===== src/rtl/seq_divider_if.sv =====
// Handshake and result bundle for the iterative unsigned divider.
// The requester uses the master view and the divider uses the slave view.
interface seq_divider_if #(
    parameter int WIDTH = 8
);
    logic             start;
    logic [WIDTH-1:0] dividend;
    logic [WIDTH-1:0] divisor;
    logic             ready;
    logic             done;
    logic [WIDTH-1:0] quotient;
    logic [WIDTH-1:0] remainder;
    logic             div_by_zero;

    modport master (
        output start, dividend, divisor,
        input  ready, done, quotient, remainder, div_by_zero
    );

    modport slave (
        input  start, dividend, divisor,
        output ready, done, quotient, remainder, div_by_zero
    );
endinterface


===== src/rtl/seq_divider.sv =====
// Iterative unsigned restoring divider, one quotient bit per clock.
// Result obeys dividend == quotient*divisor + remainder with remainder < divisor.
// A zero divisor reports quotient all-ones, remainder = dividend, div_by_zero = 1.
module seq_divider #(
    parameter int WIDTH = 8
) (
    input  logic         clk,
    input  logic         reset,
    seq_divider_if.slave bus
);
    localparam int CW = $clog2(WIDTH + 1);

    typedef enum logic [1:0] {
        IDLE,
        RUN,
        DONE
    } state_t;

    state_t           state;
    logic [CW-1:0]    cnt;
    logic [WIDTH-1:0] part_r;
    logic [WIDTH-1:0] part_q;
    logic [WIDTH-1:0] dvs;
    logic             dz_pend;

    logic             ready_q;
    logic             done_q;
    logic [WIDTH-1:0] quo_q;
    logic [WIDTH-1:0] rem_q;
    logic             dz_q;

    logic [WIDTH:0]   sh_r;
    logic [WIDTH:0]   trial;
    logic             neg;
    logic [WIDTH-1:0] nxt_r;
    logic [WIDTH-1:0] nxt_q;

    assign bus.ready       = ready_q;
    assign bus.done        = done_q;
    assign bus.quotient    = quo_q;
    assign bus.remainder   = rem_q;
    assign bus.div_by_zero = dz_q;

    // One restoring step: shift {R,Q} left, trial-subtract at WIDTH+1 bits.
    always_comb begin
        sh_r  = {part_r, part_q[WIDTH-1]};
        trial = sh_r - {1'b0, dvs};
        neg   = trial[WIDTH];
        nxt_q = {part_q[WIDTH-2:0], ~neg};
        nxt_r = neg ? sh_r[WIDTH-1:0] : trial[WIDTH-1:0];
    end

    // Control FSM with registered handshake and result outputs.
    always_ff @(posedge clk) begin
        if (reset) begin
            state   <= IDLE;
            cnt     <= '0;
            part_r  <= '0;
            part_q  <= '0;
            dvs     <= '0;
            dz_pend <= 1'b0;
            ready_q <= 1'b1;
            done_q  <= 1'b0;
            quo_q   <= '0;
            rem_q   <= '0;
            dz_q    <= 1'b0;
        end else begin
            case (state)
                IDLE: begin
                    if (bus.start) begin
                        part_r  <= '0;
                        part_q  <= bus.dividend;
                        dvs     <= bus.divisor;
                        ready_q <= 1'b0;
                        state   <= RUN;
                        // Zero divisor takes a single pass through RUN so
                        // done appears one cycle after the start edge.
                        if (bus.divisor == '0) begin
                            dz_pend <= 1'b1;
                            cnt     <= CW'(1);
                        end else begin
                            dz_pend <= 1'b0;
                            cnt     <= CW'(WIDTH);
                        end
                    end
                end
                RUN: begin
                    if (dz_pend) begin
                        quo_q  <= '1;
                        rem_q  <= part_q;
                        dz_q   <= 1'b1;
                        done_q <= 1'b1;
                        cnt    <= '0;
                        state  <= DONE;
                    end else begin
                        part_r <= nxt_r;
                        part_q <= nxt_q;
                        cnt    <= cnt - CW'(1);
                        if (cnt == CW'(1)) begin
                            quo_q  <= nxt_q;
                            rem_q  <= nxt_r;
                            dz_q   <= 1'b0;
                            done_q <= 1'b1;
                            state  <= DONE;
                        end
                    end
                end
                DONE: begin
                    done_q  <= 1'b0;
                    ready_q <= 1'b1;
                    state   <= IDLE;
                end
                default: begin
                    done_q  <= 1'b0;
                    ready_q <= 1'b1;
                    state   <= IDLE;
                end
            endcase
        end
    end
endmodule


===== src/flat_wrapper.sv =====
// flat-port wrapper written by rule: the top's interface ports become plain ports
module seq_divider_flat 
#(
    parameter int WIDTH = 8
)
  (clk, reset, bus_start, bus_dividend, bus_divisor, bus_ready, bus_done, bus_quotient, bus_remainder, bus_div_by_zero);
  seq_divider_if #(.WIDTH(WIDTH)) bus_i ();
  input  logic clk;
  input  logic reset;
  input wire logic [$bits(bus_i.start)-1:0] bus_start;
  input wire logic [$bits(bus_i.dividend)-1:0] bus_dividend;
  input wire logic [$bits(bus_i.divisor)-1:0] bus_divisor;
  output wire logic [$bits(bus_i.ready)-1:0] bus_ready;
  output wire logic [$bits(bus_i.done)-1:0] bus_done;
  output wire logic [$bits(bus_i.quotient)-1:0] bus_quotient;
  output wire logic [$bits(bus_i.remainder)-1:0] bus_remainder;
  output wire logic [$bits(bus_i.div_by_zero)-1:0] bus_div_by_zero;
  assign bus_i.start = bus_start;
  assign bus_i.dividend = bus_dividend;
  assign bus_i.divisor = bus_divisor;
  assign bus_ready = bus_i.ready;
  assign bus_done = bus_i.done;
  assign bus_quotient = bus_i.quotient;
  assign bus_remainder = bus_i.remainder;
  assign bus_div_by_zero = bus_i.div_by_zero;
  seq_divider #(.WIDTH(WIDTH)) u_core (.clk(clk), .reset(reset), .bus(bus_i));
endmodule

===== config.mk =====
export PLATFORM = sky130hd
export DESIGN_NAME = seq_divider_flat
export DESIGN_NICKNAME = d
export VERILOG_FILES = /design/src/rtl/seq_divider_if.sv /design/src/rtl/seq_divider.sv /design/src/flat_wrapper.sv
export SDC_FILE = /design/constraint.sdc
export NUM_CORES = 1
export LEC_CHECK = 0
export ABC_CLOCK_PERIOD_IN_PS = 6300
export CORE_MARGIN = 8
export CORE_UTILIZATION = 55
export CTS_CLUSTER_DIAMETER = 40
export DETAILED_ROUTE_END_ITERATION = 12
export GPL_ROUTABILITY_DRIVEN = 1
export PLACE_DENSITY = 0.81
export SYNTH_ARGS = -nofsm -noshare
export SYNTH_HDL_FRONTEND = slang
export SYNTH_SLANG_ARGS = --single-unit

===== constraint.sdc =====
create_clock -name clk -period 6.3 [get_ports clk]
set_clock_uncertainty 0.05 [all_clocks]
set_input_delay 0.63 -clock clk [delete_from_list [all_inputs] [get_ports clk]]
set_output_delay 0.63 -clock clk [all_outputs]
set_load 0.03 [all_outputs]

[Yosys cells after proc, flatten, opt, wreduce, memory -nomap -nowiden]
Cells that the tools add are included.
Operators by class
  shifts and indexed selects: 0
  equal/unequal tests: 5
  bitwise gates (word level): 3
  reduce and logical (&&, ||, !) cells: 11
  div/mod/pow operators: 0
  $lt $le $gt $ge: 0
  muxes and demuxes: 27
  $mul: 0
  $add $sub $neg: 2
Operators by type and width (count)
  8-bit 2-to-1 mux: 9
  8-bit case mux with 2 select lines: 2
  4-bit 2-to-1 mux: 3
  2-bit AND reduction: 6
  9-bit by 8-bit subtractor with 9-bit output: 1
  8-bit zero test: 1
  4-bit case mux with 2 select lines: 1
  1-bit 2-to-1 mux: 6
  2-bit 2-to-1 mux: 3
  4-bit by 1-bit equality test with 1-bit output (second input constant): 1
  2-bit inequality test (second input constant): 2
  1-bit case mux with 2 select lines: 2
  2-bit case mux with 2 select lines: 1
  2-bit nonzero test: 2
  4-bit by 1-bit subtractor with 4-bit output (second input constant): 1
  3-bit by 1-bit inequality test with 1-bit output (second input constant): 1
  1-bit inverter: 3
  3-bit AND reduction: 1
  2-bit by 1-bit equality test with 1-bit output (second input constant): 1
  2-bit zero test: 1
Word-level totals
  bits in writable memories: 0
  bits in read-only memories: 0
  flip-flop bits (word level): 50
  input bits: 19
  memories kept: 0
  output and inout bits: 19
  bits in latches: 0

[Logic depth before layout (Yosys ltp)]
  word-level depth: 4
  gate-level depth with buffers: 10
  depth with buffers taken out: 9

[Worst setup path before layout]
OpenSTA, ideal clock, no wires.
  path kind: register -> register
  start: register u_core.part_q[7]
  end: register u_core.rem_q[5], in the netlist u_core.bus.remainder[5]
  slack: 3978 ps
  library setup time: 79 ps
  path buffers: 1
  cell stages (with the launch flop): 11
  period minus slack after synthesis: 2322 ps
  arrival time: 2192 ps
  data required time: 6171 ps
  path through: dfxtp_1 inv_1 ha_1 inv_1 fa_1 a211oi_2 o211a_1 o211a_1 buf_6 mux2_4 a211oi_2
On the way
  word-level cells in the longest chain between the ends: 4
RTL lines
  from (decl): line seq_divider.sv:22  | logic [WIDTH-1:0] part_q;
  from (signal assigned): line seq_divider.sv:72  | part_q <= bus.dividend;
  from (signal assigned): line seq_divider.sv:97  | part_q <= nxt_q;
  9-bit by 8-bit subtractor with 9-bit output: line seq_divider.sv:47  | trial = sh_r - {1'b0, dvs};
  8-bit 2-to-1 mux: line seq_divider.sv:50  | nxt_r = neg ? sh_r[WIDTH-1:0] : trial[WIDTH-1:0];
  8-bit 2-to-1 mux: line seq_divider.sv:99  | if (cnt == CW'(1)) begin
  8-bit 2-to-1 mux: line seq_divider.sv:88  | if (dz_pend) begin
  to (signal assigned): line seq_divider.sv:90  | rem_q <= part_q;
  to (signal assigned): line seq_divider.sv:101  | rem_q <= nxt_r;
  to (decl): line seq_divider.sv:29  | logic [WIDTH-1:0] rem_q;
Every way passes these cells. The select of a mux whose other input is x is not followed.
A chain may end at the register's enable or synchronous reset.

[Final worst setup path]
  start: register u_core.part_q[7]
  end: register u_core.rem_q[4], in the netlist u_core.bus.remainder[4]
Same word-level chain as after synthesis.

==> key figures <==
Power
  • Net Sw Power: 0.000268 W
  • Peak VDD IR: 0.226 mV
  • Combinational Power Share: between 30 and 40%
  • Internal power: 0.000562 W
  • Pleak: 1.16 nW
  • Sw frac: 32.3%
  • Sequential fraction of design power: about 43%
  • Clock share of power: 26.5%
  • Overall Power: 0.000830 W
  • Power Dens Cells: 268 nW/um^2

Global route
  • Initial antenna violation count: 0
  • Gr ovfl total: 0
  • First-pass GRT wire length: 10100 um
  • Vias in the first global route: 2163
  • Tot GR Track Use: approximately 17%
  • Largest net degree at the start of global routing: 50

Critical path
  • Crit path DAT: 2.85 ns
  • CP Class: reg -> reg
  • Critical path launch point type: flop
  • Critical path endpoint category: flop
  • Crit Path Max Fanout: 9
  • Crit path required time: about 6.5 ns

Logic synthesis
  • Post-synth top cells: 50 x dfxtp_1, 46 x nand2_1, 39 x nor2_1
  • Ys flop type: dfxtp_1
  • Async SR Flop Fraction: 0%
  • EDFF count, synth: 0
  • Dominant cell by count in the synthesized netlist: dfxtp_1
  • Syn Nets: 353
  • Synth Area per Inst: roughly 8.1 um^2
  • Seq/Total Area, Yosys: 38.3%
  • Cell variety after synth: 54
  • Synth Cell Area: between 2000 and 3000 um^2
  • Mapped Cells: 323
  • Largest family of logic cells by synthesized area: compound AO/OA/AOI/OAI gates
  • Yosys top cell by area: dfxtp_1
  • Yosys top cell area share: 38.3%
  • Synth Warn #: 0
  • Synth Area in Simple Gates: 21.9%
  • Mux contribution to synthesized area: 3.31%
  • Synth Register Bits: 50
  • Post-Synth Adder-Cell Area: 5.56%
  • Synth Area in Compound Gates: between 20% and 30%
  • Largest cells by area after synthesis: dfxtp_1 38%, nand2_1 6.6%, nor2_1 5.6%, ha_1 4.8%, a21oi_1 4.6%
  • XOR/XNOR Fraction of Synth Area: 2.01%

Detailed routing
  • DRC viols: 0
  • Routed WL: around 6100 um
  • Via count: 2396
  • Initial DRC Count: 206
  • Vias/cell: 5.90
  • Wire per inst: 15.0 um
  • ANT nets after route: 0
  • DRT Pass-1 Iters: 4

CTS
  • Later-pin clock latency in the skew report: 0.29 ns
  • Reg clk slew, reported paths: around 0.09 ns
  • Post-cts repair resize count: 0
  • Clock Sinks: 50
  • Setup Fix Bufs, Post-CTS: 0
  • Max H-tree Level: 2
  • TritonCTS Buffers: 5
  • Root buffer cell: clkbuf_8
  • TritonCTS clock tree: done
  • CTS Hold Buffers Added: 0
  • CTS max path bufs: 2

Finish
  • Diodes inserted: 0
  • Nets: 381
  • Area growth from synthesis to layout: 18.7%
  • Utilization after layout: 66.5%
  • # fillers: 413
  • Layout cells sized above 1: 5.97%

Timing
  • Final hold vios: 0
  • Fin crit share: 42.9%
  • Hold WS: a little over 0.4 ns
  • Fmax: around 370 MHz
  • Slew Viols, Final: 0
  • Slew margin rel.: 22.4%
  • Final Critical Period: 2.70 ns
  • Worst-Margin Slew: 1.16 ns
  • Final setup viols: 0
  • RSZ-0062 raised after global routing: false
  • Sum of negative setup slack: 0 ns

Place
  • I/O Buffers: 37
  • Final HPWL DP: between 4000 and 5000 um
  • GP Congestion: 0.894

Die
  • Core box area: 4660 um^2
  • Num rows: 25
  • Initial core utilization: 56.0%
  • Die W: 84.9 um
  • Die Y: 84.9 um
  • I/O Pins: 38
  • DIE AREA: 7210 um^2

Flow run
  • Max-Cap Viols: 0

Outcome
  • Status: completed

Worst hold path
  • Hold crit path type: reg -> reg
[worst max-delay path, stage by stage (launching register included)]
cell and delay, ns:
dfxtp_1 0.34, inv_1 0.09, ha_1 0.15, inv_1 0.05, fa_1 0.41, a211oi_2 0.32, o211a_1 0.23, o211a_1 0.41
mux2i_1 0.19, a2111oi_2 0.36
[metal layers]
metal	vias up	wire, um	track usage [%]
met5	-	0	0
met4	0	47	4.69
met3	5	298	3.47
met2	69	2940	26.9
met1	1127	2800	22.3
li1	1195	-	-
[placed cells by master (no fill, tap or decap), types with 4 or more instances in the layout]
master / count
a21o_1: 4
a21oi_1: 24
a311oi_1: 8
clkbuf_8: 5
clkdlybuf4s50_1: 37
dfxtp_1: 50
ha_1: 10
inv_1: 18
mux2i_1: 6
nand2_1: 46
nand2b_1: 6
nor2_1: 39
nor3_1: 13
o21ai_0: 11
o21ai_1: 7
or3_1: 4
xor2_1: 5
[power groups by stage]
stage | registers, W | clock network (W) | logic, W
2_1_floorplan | 0.000365 | 0 | 0.000193
3_3_place_gp | 0.000364 | 0 | 0.000243
3_5_place_dp | 0.000365 | 0 | 0.000250
4_1_cts | 0.000357 | 0.000222 | 0.000251
5_1_grt | 0.000361 | 0.000235 | 0.000277
6_report | 0.000358 | 0.000220 | 0.000252
[flip-flops by register name, indices dropped and copies added, names as in the netlist]
register	count
u_core.bus.quotient	8
u_core.bus.remainder	8
u_core.dvs	8
u_core.part_q	8
u_core.part_r	8
u_core.cnt	4
u_core.state	2
u_core.bus.div_by_zero	1
u_core.bus.done	1
u_core.bus.ready	1
u_core.dz_pend	1
[per-stage QoR]
step	cell area, um^2	instances	setup slack (ns)
floorplan	2610	323	3.98
global placement	2990	398	3.52
detailed placement	2990	398	3.40
CTS	3100	406	3.57
global route	3100	406	3.36
finish	3100	406	3.60
[kinds of logic (layout without fill, tap and decap cells)]
family,Yosys count,after routing
and+or+nand+nor,125,125
adders and majority gates,11,11
AOI/OAI and AO/OA,86,86
DFF,50,50
buffers and inverters,37,66
xor gates and xnor gates,6,6
muxes,8,8
[layout make-up]
cell class	instances	area [um^2]	share of cell area (%)
Clock buffer	5	68.8	2.22
Timing Repair Buffer	40	393	12.7
Clock inverter	3	40.0	1.29
Inverter	18	67.6	2.18
Tap cell	54	67.6	2.18
Sequential cell	50	1000	32.3
Multi-Input combinational cell	236	1460	47.2
[worst paths after layout]
kind	startpoint	end	slack, ns	cells after the start
worst max-delay path	u_core.part_q[7]	u_core.bus.remainder[4]	3.60	9
worst max register to register	u_core.part_q[7]	u_core.bus.remainder[4]	3.60	9
worst min-delay path	u_core.dvs[0]	u_core.dvs[0]	0.41	2
worst min register to register	u_core.dvs[0]	u_core.dvs[0]	0.41	2
(Power assumes the default switching activity.)
